## config.mk

```make
export PLATFORM = sky130hd
export DESIGN_NAME = compare_demo
export DESIGN_NICKNAME = d
export VERILOG_FILES = /design/src/rtl/compare_demo.sv
export SDC_FILE = /design/constraint.sdc
export NUM_CORES = 1
export LEC_CHECK = 0
export CAP_MARGIN = 25
export CORE_MARGIN = 2
export CORE_UTILIZATION = 51
export DETAILED_ROUTE_END_ITERATION = 10
export PLACE_DENSITY_LB_ADDON = 0.25
export SLEW_MARGIN = 0
export SYNTH_ARGS = -nofsm -noshare
export SYNTH_HDL_FRONTEND = slang
export SYNTH_SLANG_ARGS = --single-unit
```

## constraint.sdc

```tcl
create_clock -name clk -period 2.2 [get_ports clk]
set_input_delay 0.22 -clock clk [delete_from_list [all_inputs] [get_ports clk]]
set_output_delay 0.22 -clock clk [all_outputs]
set_load 0.02 [all_outputs]
```

## src/rtl/compare_demo.sv

```systemverilog
// compare_demo
//   Registered three-way magnitude comparator with saturating per-outcome
//   event counters. Flags and counters update on every rising clk edge; a
//   low rst_n at an edge clears all state.
//
// Ports
//   clk     in   sole clock, rising edge
//   rst_n   in   synchronous active-low reset
//   x, y    in   WIDTH-bit operands (unsigned or two's complement)
//   xgy     out  registered x > y
//   xey     out  registered x == y
//   xsy     out  registered x < y
//   gt_cnt  out  saturating count of x > y samples
//   eq_cnt  out  saturating count of x == y samples
//   lt_cnt  out  saturating count of x < y samples

module compare_demo #(
  parameter int WIDTH      = 3,
  parameter int SIGNED_CMP = 0,
  parameter int CNT_W      = 16
) (
  input  logic             clk,
  input  logic             rst_n,
  input  logic [WIDTH-1:0] x,
  input  logic [WIDTH-1:0] y,
  output logic             xgy,
  output logic             xey,
  output logic             xsy,
  output logic [CNT_W-1:0] gt_cnt,
  output logic [CNT_W-1:0] eq_cnt,
  output logic [CNT_W-1:0] lt_cnt
);

  localparam logic [CNT_W-1:0] CNT_MAX = '1;
  localparam logic [CNT_W-1:0] CNT_ONE = CNT_W'(1);

  logic w_gt;
  logic w_eq;
  logic w_lt;

  logic             r_xgy;
  logic             r_xey;
  logic             r_xsy;
  logic [CNT_W-1:0] r_gt_cnt;
  logic [CNT_W-1:0] r_eq_cnt;
  logic [CNT_W-1:0] r_lt_cnt;

  generate
    if (SIGNED_CMP != 0) begin : g_signed
      assign w_gt = $signed(x) > $signed(y);
    end else begin : g_unsigned
      assign w_gt = x > y;
    end
  endgenerate

  // Equality is a plain bit match in both modes; "less" is derived from the
  // other two so the three results are one-hot by construction.
  assign w_eq = (x == y);
  assign w_lt = ~w_gt & ~w_eq;

  always_ff @(posedge clk) begin
    if (!rst_n) begin
      r_xgy    <= 1'b0;
      r_xey    <= 1'b0;
      r_xsy    <= 1'b0;
      r_gt_cnt <= '0;
      r_eq_cnt <= '0;
      r_lt_cnt <= '0;
    end else begin
      r_xgy <= w_gt;
      r_xey <= w_eq;
      r_xsy <= w_lt;
      // Each counter saturates on its own; the others keep counting.
      if (w_gt && (r_gt_cnt != CNT_MAX)) r_gt_cnt <= r_gt_cnt + CNT_ONE;
      if (w_eq && (r_eq_cnt != CNT_MAX)) r_eq_cnt <= r_eq_cnt + CNT_ONE;
      if (w_lt && (r_lt_cnt != CNT_MAX)) r_lt_cnt <= r_lt_cnt + CNT_ONE;
    end
  end

  assign xgy    = r_xgy;
  assign xey    = r_xey;
  assign xsy    = r_xsy;
  assign gt_cnt = r_gt_cnt;
  assign eq_cnt = r_eq_cnt;
  assign lt_cnt = r_lt_cnt;

endmodule

```

==> flow_metrics.tcl, run 1 <==
set metrics [dict create \
    drt-initial-drc-count 187 \
    track_usage_pct 24.1 \
    ys_types 42 \
    cts_buffers 5 \
    crit_family "simple AND/OR/NAND/NOR gates" \
    synth_nets 335 \
    holdCritPathClass "register to register" \
    status "completed" \
    grt_pass1_vias 2565 \
    setup_violations 0 \
    final_cells 475 \
    wl_um 7020 \
    diodes 0 \
    cpMaxStageDelayCell "or4_1" \
    synthArstFlopShare_pct 0 \
    dpl.hpwl_um 5030 \
    die_area_um2 5920 \
    post_cts_buffers 0 \
    fin_area_um2 3670 \
    vias_per_cell 6.00 \
    netlist.top_cell.by_area "dfxtp_1" \
    fin_util_pct 72.0 \
    synth-seq-area-share_pct 37.6 \
    worstPathArrival_ns 2.35 \
    dpl.cell_count 467 \
    drv_cap 0 \
    ctsHtreeMaxLevel 2 \
    ir_drop_mv 0.517 \
    whs_path_depth 2 \
    cp-end-kind "register" \
    dr.pass1.iters 5 \
    tritoncts "built" \
    tns_ns 0 \
    portBuffers 58 \
    clock_sinks 51 \
    ys_top_cells_by_area "dfxtp_1 38%, mux2i_1 7.7%, nand2_1 5.0%" \
    startpoint_type "input pin" \
    total_leakage_power_nw 1.24 \
    coreArea_um2 5110 \
    root_buffer "clkbuf_8" \
    relSlewSlack_pct 56.9 \
    crit_path_max_fanout 6 \
    hold_viol 0 \
    syn_to_final_growth_pct 35.5 \
    netlist.area_leader.share_pct 37.6 \
    post_dp_cell_area_um2 3550 \
    rr_endpoint "eq_cnt[15]" \
    final_antenna_net_count 0 \
    p_per_area_nw_per_um2 502 \
    drive_gt1_share_pct 10.1 \
    cp_data_required_time_ns 2.44 \
    worstPathCellList "clkdlybuf4s50_1 -> inv_1 -> ha_2 -> and3_1 -> nand4_1 -> buf_4 -> or4_1 -> a21oi_1" \
    fin_skew_ns 0.00609 \
    syn_area_um2 2710 \
    cts.clk_slew.worst_paths_ns 0.10 \
    finalPower_mw 1.85 \
    min_period_over_period_pct 96.0 \
    crit_type "input pin to register" \
    post-place-ws_ns -0.232 \
    synth_common_cells "51 x dfxtp_1, 36 x nand2_1, 26 x a21oi_1" \
    hp-start "gt_cnt[5]" \
    yosysMostFrequentCell "dfxtp_1" \
    setup_ws_ns 0.0881 \
    ioPinCount 59 \
    post-route-drc-count 0 \
    path_buf_inv 3 \
    die_h_um 76.9 \
    routedWlPerCell_um 14.8 \
    die_w_um 76.9 \
    worst_pin_slew_ns 0.644 \
    synth_area_per_cell_um2 8.45 \
    synth_edf_count 0 \
    regToRegSetupSlack_ns 0.15 \
    fmax_ghz 0.474 \
    fin_crit_ns 2.11 \
    reg2regPathDepth 4 \
    worst_hold_slack_ns 0.491 \
    yosysWarnings 0 \
    grt_pass1_wl_um 11900 \
    cts_hold_buf 0 \
    rsz0062_at_grt "false" \
    synth_cells 321 \
    critPathMaxStageDelay_ns 0.47 \
    gr-total-overflow 0 \
    reg2reg_from "eq_cnt[4]" \
    synth_ff_type "dfxtp_1" \
    start_util_pct 53.1 \
    fillCellCount 431 \
    holdPathEnd "gt_cnt[5]" \
    slew_violations 0 \
    grt_max_degree 45 \
    nNetsFinal 418 \
    num_vias 2848 \
    worstSkewPairLatency_ns 0.31 \
    ys_seq_elements 51 \
    gp_congestion 0.846 \
    rows 26 \
    clockBufferDepth 2 \
    antenna_found_initial 0 \
]
per-layer routing:
| layer | vias to the layer above | routed length [um] | track usage (%) |
|---|---|---|---|
| met5 | - | 0 | 0 |
| met4 | 0 | 39 | 5.82 |
| met3 | 6 | 360 | 4.47 |
| met2 | 89 | 3400 | 39.2 |
| met1 | 1357 | 3230 | 33.2 |
| li1 | 1396 | - | - |
repair_timing:
item                                    in CTS  in global routing
endpoints found under the setup margin       0                  2
resized for setup                            0                  3
endpoints found under the hold margin        0                  0
power by group:
part | switching (mW) | total (mW) | internal [mW]
logic | 0.115 | 0.219 | 0.103
clock network | 0.331 | 0.671 | 0.339
registers | 0.0166 | 0.957 | 0.940
total | 0.463 | 1.85 | 1.38
cell type report:
type | instances | area, um^2 | area share, %
repair buffers | 86 | 791 | 21.5
inverters | 12 | 45.0 | 1.23
clock buffers | 5 | 68.8 | 1.87
multi-input cells | 248 | 1620 | 44.0
flip-flops and latches | 51 | 1020 | 27.8
well taps | 70 | 87.6 | 2.38
clock inverters | 3 | 43.8 | 1.19
worst max-delay path by stage:
stage / start / to / slack (ns) / depth (start not counted)
floorplan: y[2] / eq_cnt[10] / 0.19 / 6
global placement: y[2] / eq_cnt[10] / -0.18 / 7
detailed placement: y[2] / eq_cnt[10] / -0.23 / 7
CTS: y[2] / eq_cnt[10] / 0.1 / 7
global route: x[0] / eq_cnt[13] / 0.003 / 8
finish: y[2] / eq_cnt[15] / 0.09 / 8
registers in the layout, summed over array words and instances, names as in the netlist:
register / count
eq_cnt: 16
gt_cnt: 16
lt_cnt: 16
xey: 1
xgy: 1
xsy: 1
placed cells by master, fill, tap and decap left out, types with 11 or more instances in the layout:
master | synthesis | final
nand2_1 | 36 | 36
nor4_1 | 12 | 12
a21oi_1 | 26 | 26
and3_1 | 11 | 11
nand4_1 | 12 | 12
dfxtp_1 | 51 | 51
mux2i_1 | 21 | 21
clkdlybuf4s50_1 | 0 | 58
inv_1 | 12 | 12
buf_4 | 0 | 28
or4_1 | 11 | 11
nand2b_1 | 20 | 20
nand3_1 | 12 | 12
worst min-delay path, cell delays in order (launching register included):
cell     delay, ns
dfxtp_1       0.34
nand2_1       0.06
mux2i_1       0.06
cells by family after synthesis:
logic type                 count (synthesis)  synth area share [%]
muxes                                     21                  7.75
and+or+nand+nor                          147                  30.8
adders and majority gates                  6                  2.77
DFF                                       51                  37.6
buffers and inverters                     22                  3.04
AOI/OAI and AO/OA                         74                  18.0
Note: power is estimated with default switching activity, not from simulation.
==> run 2, diff against run 1 <==
--- a/config.mk
+++ b/config.mk
@@ -7,7 +7,9 @@
 export LEC_CHECK = 0
 export CAP_MARGIN = 25
 export CORE_MARGIN = 2
-export CORE_UTILIZATION = 51
+export CORE_UTILIZATION = 52
+export CTS_BUF_LIST = sky130_fd_sc_hd__clkbuf_4 sky130_fd_sc_hd__clkbuf_8
+export CTS_CLUSTER_DIAMETER = 200
 export DETAILED_ROUTE_END_ITERATION = 10
 export PLACE_DENSITY_LB_ADDON = 0.25
 export SLEW_MARGIN = 0
==> run 2 against run 1 <==
Against the previous run:
- wire length decreased by 2.3%
- clock-buffer cell count increased by 1
- total power increased by 1.2%
- die area decreased by 1.8%
- critical endpoint is now eq_cnt[9]
- largest cell class unchanged
==> flow_metrics.tcl, run 2 (synthesized netlist as in run 1, its figures left out) <==
set metrics [dict create \
    rr_endpoint "eq_cnt[10]" \
    routedWlPerCell_um 14.3 \
    final_cell_mix "58 x clkdlybuf4s50_1, 51 x dfxtp_1, 36 x nand2_1" \
    fin_crit_ns 2.10 \
    cts_hold_buf 0 \
    grt_pass1_vias 2664 \
    post_cts_buffers 0 \
    final_common_cell "clkdlybuf4s50_1" \
    cts.clk_slew.worst_paths_ns 0.10 \
    grt_max_degree 25 \
    post-place-ws_ns -0.310 \
    antenna_found_initial 0 \
    dr.pass1.iters 4 \
    crit_type "input pin to register" \
    combPwrFrac_pct 11.8 \
    cpMaxStageDelayCell "a2111oi_1" \
    relSlewSlack_pct 57.1 \
    syn_to_final_growth_pct 36.3 \
    coreArea_um2 5070 \
    cp_data_required_time_ns 2.44 \
    fin_skew_ns 0.0109 \
    start_util_pct 53.5 \
    cts_buffers 5 \
    ctsResizeCount 0 \
    crit_family "compound AO/OA/AOI/OAI gates" \
    num_vias 2806 \
    setup_violations 0 \
    cp.depth 7 \
    gp_congestion 0.863 \
    tritoncts "built" \
    diodes 0 \
    p_sw_mw 0.454 \
    root_buffer "clkbuf_8" \
    dpl.hpwl_um 4980 \
    path_buf_inv 2 \
    fmax_ghz 0.475 \
    regToRegSetupSlack_ns 0.23 \
    holdCritPathClass "register to register" \
    drv_cap 0 \
    grt_pass1_wl_um 11700 \
    p_seq_share_pct 51.2 \
    internal-power_mw 1.41 \
    worstPathCellList "clkdlybuf4s50_1 -> inv_1 -> ha_2 -> and3_1 -> nand4_1 -> a2111oi_1 -> mux2i_1" \
    post-route-drc-count 0 \
    rows 26 \
    die_w_um 76.2 \
    portBuffers 58 \
    clockBufferDepth 2 \
    finalPower_mw 1.87 \
    critPathMaxStageDelay_ns 0.57 \
    cp-end-kind "register" \
    worstSkewPairLatency_ns 0.31 \
    wl_um 6860 \
    slew_violations 0 \
    reg2reg_from "eq_cnt[0]" \
    nNetsFinal 421 \
    reg2regPathDepth 5 \
    rsz0062_at_grt "false" \
    worstPathArrival_ns 2.34 \
    sw_frac_of_total_pct 24.3 \
    ctsHtreeMaxLevel 2 \
    gr-total-overflow 0 \
    startpoint_type "input pin" \
    track_usage_pct 24.0 \
    final_antenna_net_count 0 \
    crit_path_max_fanout 6 \
    setup_ws_ns 0.0969 \
    crit_path_start "y[2]" \
    ir_drop_mv 0.358 \
    tns_ns 0 \
    die_h_um 76.2 \
    status "completed" \
    vias_per_cell 5.87 \
    hold_viol 0 \
    crit_end "eq_cnt[9]" \
    min_period_over_period_pct 95.6 \
    p_per_area_nw_per_um2 505 \
    post_dp_cell_area_um2 3580 \
    clock_sinks 51 \
    worst_pin_slew_ns 0.638 \
    pwr-share-clk_pct 37.1 \
    die_area_um2 5810 \
    fin_area_um2 3700 \
    ioPinCount 59 \
    total_leakage_power_nw 1.26 \
    drive_gt1_share_pct 10.5 \
    drt-initial-drc-count 190 \
]
-- run 2: cell types whose count changed in the layout (fill, tap and decap cells not counted), sizes merged --
| cell | before | now |
|---|---|---|
| clkbuf | 5 | 6 |
| buf | 28 | 31 |
| clkinv | 2 | 1 |
-- run 2: worst min-delay path by stage --
stage / cells past startpoint / start / endpoint / slack (ns)
2_1_floorplan: 2 / rst_n / lt_cnt[15] / 0.38
5_1_grt: 2 / gt_cnt[1] / gt_cnt[1] / 0.52
3_5_place_dp: 2 / gt_cnt[5] / gt_cnt[5] / 0.48
4_1_cts: 2 / gt_cnt[5] / gt_cnt[5] / 0.49
3_3_place_gp: 2 / gt_cnt[5] / gt_cnt[5] / 0.47
6_report: 2 / gt_cnt[5] / gt_cnt[5] / 0.49
-- run 2: cell type report --
cell class              count  area, um^2
clock inverters             2        35.0
well taps                  70        87.6
multi-input cells         248        1610
repair buffers             89         813
clock buffers               6        82.6
inverters                  12        45.0
fillers                   422        1380
flip-flops and latches     51        1020
-- run 2: worst min-delay path, delay by kind of cell, from the launching register on --
family | cells | cell delay (ns)
muxes | 1 | 0.06
DFF | 1 | 0.33
and+or+nand+nor | 1 | 0.06
-- run 2: stage by stage --
stage	instances	hold slack, ns	util (%)
after floorplan	321	0.376	-
after global placement	470	0.470	70.5
after detailed placement	470	0.480	70.5
after CTS	478	0.493	72.8
after global routing	478	0.515	72.9
final	478	0.486	72.9
-- run 2: metal layers --
metal  vias up  global-route usage, %  share of wire, %
met5         -                      0                 0
met4         0                   9.09               1.7
li1       1398                      -                 -
met1      1303                   31.0                46
met3        14                   4.50               6.0
met2        91                   39.9                46
-- run 2: power by group through the flow --
stage	Combinational (mW)	Clock, mW	Sequential [mW]
2_1_floorplan	0.0950	0	0.996
3_3_place_gp	0.213	0	0.976
3_5_place_dp	0.218	0	0.977
4_1_cts	0.220	0.706	0.955
5_1_grt	0.242	0.744	0.959
6_report	0.220	0.692	0.955
==> run 3, diff against run 2 <==
--- a/config.mk
+++ b/config.mk
@@ -7,7 +7,7 @@
 export LEC_CHECK = 0
 export CAP_MARGIN = 25
 export CORE_MARGIN = 2
-export CORE_UTILIZATION = 52
+export CORE_UTILIZATION = 47
 export CTS_BUF_LIST = sky130_fd_sc_hd__clkbuf_4 sky130_fd_sc_hd__clkbuf_8
 export CTS_CLUSTER_DIAMETER = 200
 export DETAILED_ROUTE_END_ITERATION = 10
==> constraint.sdc (replaced) <==
create_clock -name clk -period 1.85 [get_ports clk]
set_input_delay 0.185 -clock clk [delete_from_list [all_inputs] [get_ports clk]]
set_output_delay 0.185 -clock clk [all_outputs]
set_load 0.02 [all_outputs]
==> run 3 against run 2 <==
Against the previous run:
- worst hold slack improved by 0.0016 ns
- non-clock buffer count is 21 higher
- largest cell class unchanged
- utilization decreased by 0.95 points
- critical endpoint is now eq_cnt[10]
- sequential power rose by 18%
- critical path type unchanged
- wire length is 12% higher
==> flow_metrics.tcl, run 3 (synthesized netlist as in run 1, its figures left out) <==
set metrics [dict create \
    met3_wirelength_um 418 \
    top_layer_used "met4" \
    die_h_um 80.0 \
    track_usage_pct 24.4 \
    tns_ns 0 \
    slew_violations 0 \
    p_per_area_nw_per_um2 561 \
    rsz0062_at_grt "true" \
    ctsHtreeMaxLevel 2 \
    worstPathArrival_ns 2.05 \
    setup_violations 0 \
    p_sw_mw 0.543 \
    tritoncts "built" \
    die_area_um2 6400 \
    drv_cap 0 \
    fmax_ghz 0.551 \
    critPathMaxStageDelay_ns 0.55 \
    cp_data_required_time_ns 2.09 \
    sw_frac_of_total_pct 24.3 \
    start_util_pct 49.0 \
    cts_buffers 5 \
    syn_to_final_growth_pct 46.9 \
    portBuffers 58 \
    total_leakage_power_nw 1.38 \
    diodes 0 \
    path_buf_inv 1 \
    ir_drop_mv 0.398 \
    ioPinCount 59 \
    final_common_cell "clkdlybuf4s50_1" \
    p_seq_share_pct 50.7 \
    multi_input_area_um2 1710 \
    status "completed" \
    grt_max_degree 49 \
    min_period_over_period_pct 98.0 \
    cts.clk_slew.worst_paths_ns 0.09 \
    gp_congestion 0.848 \
    rows 27 \
    worstPathCellList "dlygate4sd2_1 -> ha_4 -> nand3_4 -> or4_4 -> or4_1 -> a21oi_1" \
    register_area_um2 1050 \
    clock_sinks 51 \
    final_cell_mix "52 x clkdlybuf4s50_1, 51 x buf_4, 39 x dfxtp_1" \
    antenna_found_initial 0 \
    root_buffer "clkbuf_8" \
    drive_gt1_share_pct 21.4 \
    dr.pass1.iters 4 \
    internal-power_mw 1.69 \
    routedWlPerCell_um 15.3 \
    worst_hold_slack_ns 0.488 \
    worst_pin_slew_ns 0.829 \
    relSlewSlack_pct 44.6 \
    fin_skew_ns 0.0105 \
    post-route-drc-count 0 \
    startpoint_type "input pin" \
    fillCellCount 444 \
    coreArea_um2 5540 \
    combPwrFrac_pct 13.3 \
    final_antenna_net_count 0 \
    pwr-share-clk_pct 36.0 \
    crit_type "input pin to register" \
    wl_met2_um 3750 \
    grt_pass1_vias 2726 \
    gr-total-overflow 0 \
    crit_family "simple AND/OR/NAND/NOR gates" \
    wl_um 7660 \
    met1_length_um 3390 \
    num_vias 2937 \
    clockBufferDepth 2 \
    fin_crit_ns 1.81 \
    crit_path_max_fanout 5 \
    nNetsFinal 442 \
    cts_hold_buf 0 \
    holdCritPathClass "register to register" \
    drt-initial-drc-count 291 \
    cpMaxStageDelayCell "or4_4" \
    grt_pass1_wl_um 12500 \
    worstSkewPairLatency_ns 0.31 \
    cp-end-kind "register" \
    die_w_um 80.0 \
    vias_per_cell 5.86 \
    dpl.hpwl_um 5470 \
    hold_viol 0 \
]
run 3: power by group through the flow:
stage / logic, mW / registers [mW] / clock network [mW]
5_1_grt: 0.322 / 1.14 / 0.858
6_report: 0.298 / 1.13 / 0.805
3_3_place_gp: 0.271 / 1.16 / 0
2_1_floorplan: 0.120 / 1.18 / 0
4_1_cts: 0.296 / 1.14 / 0.814
3_5_place_dp: 0.283 / 1.16 / 0
run 3: final cells by class:
class	instances	area share, %
multi-input combinational	248	43.0
clock inverter	1	0.754
tap	72	2.26
clock buffer	7	2.10
timing repair buffer	110	24.5
inverter	12	1.13
sequential	51	26.3
run 3: timing repair:
item                       CTS  global route
gates resized for setup     17            11
setup endpoints to repair   28            13
pin swaps                    7             3
buffers inserted             4             0
run 3: worst reg2reg max path: cells and delay by family (launching register included):
family          cells  cell delay (ns)
simple gates        3             1.27
compound gates      1             0.13
flops               1             0.34
run 3: path summary, 6_finish.rpt:
kind	slack [ns]	from	endpoint	cells after the start
min reg2reg	0.49	gt_cnt[11]	gt_cnt[11]	2
max	0.04	x[2]	eq_cnt[10]	6
min	0.49	gt_cnt[11]	gt_cnt[11]	2
max reg2reg	0.04	eq_cnt[3]	eq_cnt[10]	4
run 3: metal layers:
| metal | vias up | track usage [%] |
|---|---|---|
| met3 | 11 | 4.41 |
| met4 | 0 | 7.80 |
| li1 | 1438 | - |
| met5 | - | 0 |
| met1 | 1386 | 31.7 |
| met2 | 102 | 40.8 |
run 3: through the flow:
step	cell area, um^2	total power [mW]	instances	setup WS [ns]	utilization (%)
final	3980	2.24	501	0.0363	71.9
after global routing	3980	2.32	501	-0.00628	71.9
after CTS	3950	2.25	501	0.0196	71.3
after detailed placement	3770	1.44	489	-0.566	68.1
after global placement	3770	1.43	489	-0.431	68.1
after floorplan	2770	1.30	321	-0.00235	-
